`src/rtl/bnn_test_sequencer.sv`:
```
// bnn_test_sequencer: steps test vectors through a combinational BNN classifier; optional scoring under BNN_SEQ_SCORE_EN
module bnn_test_sequencer #(
  parameter int FEAT_CNT = 11,
  parameter int FEAT_BITS = 4,
  parameter int CLASS_CNT = 7,
  parameter int TEST_CNT = 1000,
  parameter int SETTLE_CYCLES = 10,
  localparam int FW = FEAT_CNT * FEAT_BITS,
  localparam int PRED_W = CLASS_CNT > 1 ? $clog2(CLASS_CNT) : 1,
  localparam int ADDR_W = TEST_CNT > 1 ? $clog2(TEST_CNT) : 1,
  localparam int CNT_W = $clog2(TEST_CNT + 1),
  localparam int SET_W = SETTLE_CYCLES > 1 ? $clog2(SETTLE_CYCLES) : 1
) (
  input  logic              clk,
  input  logic              rst,
  input  logic              start,
  output logic [ADDR_W-1:0] mem_addr,
  input  logic [FW-1:0]     mem_data,
  input  logic [PRED_W-1:0] exp_label,
  output logic [FW-1:0]     features,
  input  logic [PRED_W-1:0] prediction,
  output logic              out_valid,
  input  logic              out_ready,
  output logic [PRED_W-1:0] pred_out,
  output logic [ADDR_W-1:0] pred_idx,
  output logic              busy,
  output logic              done,
  output logic [CNT_W-1:0]  correct_cnt
);
  typedef enum logic [2:0] {IDLE, FETCH, SETTLE, CAPTURE, DONE} state_t;
  localparam logic [ADDR_W-1:0] LAST = ADDR_W'(TEST_CNT - 1);
  state_t state, next;
  logic [ADDR_W-1:0] idx;
  logic [SET_W-1:0] settle;
  logic hs;
  assign hs = state == CAPTURE && out_ready;
  assign mem_addr = idx;
  assign busy = state != IDLE;
  assign done = state == DONE;
  // state register
  always_ff @(posedge clk or posedge rst)
    if (rst) state <= IDLE;
    else state <= next;
  // next-state logic
  always_comb begin
    next = state;
    case (state)
      IDLE:    next = start ? FETCH : IDLE;
      FETCH:   next = SETTLE;
      SETTLE:  next = settle == '0 ? CAPTURE : SETTLE;
      CAPTURE: next = out_ready ? (idx == LAST ? DONE : FETCH) : CAPTURE;
      default: next = IDLE;
    endcase
  end
  // vector index, classifier drive and captured result
  always_ff @(posedge clk or posedge rst)
    if (rst) begin
      idx <= '0;
      settle <= '0;
      features <= '0;
      pred_out <= '0;
      pred_idx <= '0;
      out_valid <= 1'b0;
    end else begin
      if (state == IDLE && start) idx <= '0;
      if (state == FETCH) begin
        features <= mem_data;
        settle <= SET_W'(SETTLE_CYCLES - 1);
      end
      if (state == SETTLE) begin
        if (settle != '0) settle <= settle - 1'b1;
        else begin
          pred_out <= prediction;
          pred_idx <= idx;
          out_valid <= 1'b1;
        end
      end
      if (hs) begin
        out_valid <= 1'b0;
        if (idx != LAST) idx <= idx + 1'b1;
      end
    end
`ifdef BNN_SEQ_SCORE_EN
  logic [PRED_W-1:0] label_r;
  // expected label tracking and match counting
  always_ff @(posedge clk or posedge rst)
    if (rst) begin
      label_r <= '0;
      correct_cnt <= '0;
    end else begin
      if (state == IDLE && start) correct_cnt <= '0;
      if (state == FETCH) label_r <= exp_label;
      if (hs && prediction == label_r) correct_cnt <= correct_cnt + CNT_W'(1);
    end
`else
  logic unused_label;
  assign unused_label = ^exp_label;
  assign correct_cnt = '0;
`endif
endmodule

```
`config.mk`:
```
export PLATFORM = sky130hd
export DESIGN_NAME = bnn_test_sequencer
export DESIGN_NICKNAME = d
export VERILOG_FILES = /design/src/rtl/bnn_test_sequencer.sv
export SDC_FILE = /design/constraint.sdc
export NUM_CORES = 1
export LEC_CHECK = 0
export ABC_AREA = 1
export BUFFER_PORTS_ARGS = -buffer_cell sky130_fd_sc_hd__clkbuf_2
export CAP_MARGIN = 20
export CORE_MARGIN = 2
export CORE_UTILIZATION = 50
export CTS_BUF_LIST = sky130_fd_sc_hd__clkbuf_4
export DETAILED_ROUTE_END_ITERATION = 16
export GPL_TIMING_DRIVEN = 1
export HOLD_SLACK_MARGIN = 0.05
export PLACE_DENSITY = 0.92
export SLEW_MARGIN = 0
export SYNTH_ARGS = -nofsm -noshare
export SYNTH_HDL_FRONTEND = slang
export SYNTH_SLANG_ARGS = --single-unit
```
`constraint.sdc`:
```
create_clock -name clk -period 3.2 [get_ports clk]
set_input_delay 0.96 -clock clk [delete_from_list [all_inputs] [get_ports clk]]
set_output_delay 0.96 -clock clk [all_outputs]
set_load 0.05 [all_outputs]
```
==> flow_summary.ini <==
[status]
status = completed

[global_routing]
grt_pass1_wl_um = 10900
grt_pass1_vias = 2333
grt_max_degree = 40
grt.overflow.total = 0
track_usage_pct = 19.3
antenna_found_initial = 0

[floorplan]
placementRows = 29
core_area_um2 = 6390
ios = 134
fp.dieH_um = 85.3
die-area_um2 = 7280
die_x_um = 85.3
initial_core_util_pct = 51.8

[finish]
num_antenna_cells = 0
syn_to_final_growth_pct = 24.1
nFillCells = 496
most-common-layout-cells = clkbuf_2 (120), dfrtp_1 (75), nand2_1 (53)
fin_nets = 473
final_common_cell = clkbuf_2
drive_gt1_share_pct = 45.1
fin_area_um2 = 4110

[placed_design]
postPlaceCellArea_um2 = 3940
dpl.hpwl_um = 5150
place_ws_ps = 1240
routabilityCongestion = 0.794
portBuffers = 120

[timing]
grt_setup_unrepaired = no
timing.final.crit_share_pct = 75.9
fin_tns_setup_ps = 0
setup_violations = 0
slew_viol_final = 0
final_hold_viol_count = 0
period_minus_slack_ps = 2430
max-slew-margin-rel_pct = 49.7
fin_ws_ps = 770
fin_skew_ps = 12.5
worst_slew_pin_slew_ps = 753
holdWs_ps = 480
fmax_mhz = 412

[synthesis]
synth.distinct_cells = 28
netlist_area_um2 = 3310
synthCells = 292
yosysWarnings = 0
avgSynthCellArea_um2 = 11.3
ys_ff_latch = 75
ys_seq_area_share_pct = 56.7

[clock_network]
cts_buffers = 9
cts_resized = 0
insertion_delay_ps = 410
post-cts-setup-buffers = 0
clockBufferDepth = 2
clkTransAtPathRegs_ps = 120
cts_root_buffer = clkbuf_4
cts_tree = built
cts_hold_buf = 0
cts_sinks = 75
htree_levels = 3

[setup_path]
worstPathMaxFanout = 4
r2r_cells = 4
arrival_ps = 1470
criticalPathCategory = flop to primary output
setup.worst_path.start_class = flop
cp.required_ps = 2240
cp-end-kind = primary output
worstReg2RegStart = state[2]
regToRegEndpoint = features[13]
cpPeakStageDelay_ps = 450
cp_cell_sequence = inv_1 > nor3_1 > clkbuf_2
r2r_slack_ps = 1220
cp_slowest_cell = dfrtp_1

[drt]
drc = 0
drt-initial-drc-count = 112
top_layer = met4
wl_met1_um = 2930
vias = 2449
avgViaCountPerCell = 4.92
totalWireLength_um = 6880
met2_length_um = 3340
postRouteAntennaNets = 0
wl_per_cell_um = 13.8
first_pass_iters = 4
route.met3.wl_um = 503

[hold_path]
min_path_type = flop to flop
hold_end = pred_out[2]
worstHoldStart = pred_out[2]
hold_depth = 2

[pwr]
irDropWorstVdd_v = 0.000919
power_density_nw_per_um2 = 1240
p_leak_nw = 2.19

[run]
cap_violations = 0
-- layout make-up --
type	count	area, um2	share of cell area [%]
inverters	26	100	2.44
clock buffers	10	75.1	1.83
flip-flops and latches	75	1880	45.7
well taps	77	96.3	2.35
clock inverters	6	88.8	2.16
repair buffers	122	641	15.6
multi-input cells	182	1230	29.9
-- power by group --
part | total [mW] | switching, mW | internal [mW] | leakage (nW)
registers | 1.64 | 0.273 | 1.36 | 0.919
logic | 2.79 | 2.00 | 0.782 | 1.18
clock network | 0.652 | 0.325 | 0.327 | 0.0830
total | 5.07 | 2.60 | 2.47 | 2.19
-- cell families after synthesis --
group,after synthesis,share of synthesized area [%]
and+or+nand+nor,99,13.5
DFF,75,56.7
muxes,44,16.8
buffers and inverters,44,7.15
AOI/OAI and AO/OA,22,3.48
xor gates and xnor gates,4,1.06
adders and majority gates,3,1.13
other,1,0.113
-- sequential cells by signal, summed over array words and instances, names as in the netlist --
register and cells:
features 44, mem_addr 10, pred_idx 10, settle 4, pred_out 3, state 3
out_valid 1
-- metrics by stage --
step / power, mW / std cells / util [%]
finish: 5.07 / 498 / 64.3
global route: 5.35 / 498 / 64.3
CTS: 5.12 / 498 / 64.3
detailed placement: 4.46 / 482 / 61.7
global placement: 4.37 / 482 / 61.7
floorplan: 3.85 / 301 / -
-- synthesized netlist by cell type --
| cell | n | area, um2 |
|---|---|---|
| nand2_1 | 53 | 199 |
| nand4_1 | 3 | 18.8 |
| dfrtp_1 | 75 | 1880 |
| nand2_2 | 2 | 12.5 |
| xor2_1 | 3 | 26.3 |
| mux2_2 | 28 | 315 |
| nand2_4 | 1 | 11.3 |
| buf_2 | 4 | 20.0 |
| mux2_4 | 16 | 240 |
| nor3_1 | 2 | 10.0 |
| clkinv_2 | 2 | 10.0 |
| nand3_2 | 1 | 10.0 |
| buf_6 | 3 | 33.8 |
| o211ai_1 | 1 | 7.51 |
| o21ai_1 | 14 | 70.1 |
| conb_1 | 1 | 3.75 |
| nor2_1 | 11 | 41.3 |
| ha_1 | 3 | 37.5 |
| nand3_1 | 23 | 115 |
| buf_4 | 11 | 82.6 |
| o21a_1 | 1 | 7.51 |
| nand3b_1 | 1 | 7.51 |
| o21ai_0 | 5 | 25.0 |
| inv_1 | 24 | 90.1 |
| nor3_4 | 1 | 16.3 |
| nor4_1 | 1 | 6.26 |
| xnor2_1 | 1 | 8.76 |
| a21oi_1 | 1 | 5.00 |
-- layer usage --
metal	global-route usage [%]	vias up
met1	24.0	1147
li1	-	1197
met2	31.9	94
met5	0	-
met3	6.03	11
met4	7.07	0
-- worst max path at each step --
stage | from | end | cells past startpoint
2_1_floorplan | rst | features[0] | 1
3_3_place_gp | state[2] | done | 3
3_5_place_dp | state[2] | done | 3
4_1_cts | state[2] | done | 3
5_1_grt | state[2] | done | 3
6_report | state[2] | done | 3
-- critical path: cells and delay by family (launching register included) --
kind / cells / cell delay [ps]
buffers and inverters: 2 / 440
flip-flops: 1 / 450
AND/OR/NAND/NOR: 1 / 160
Note: power is estimated with default switching activity, not from simulation.
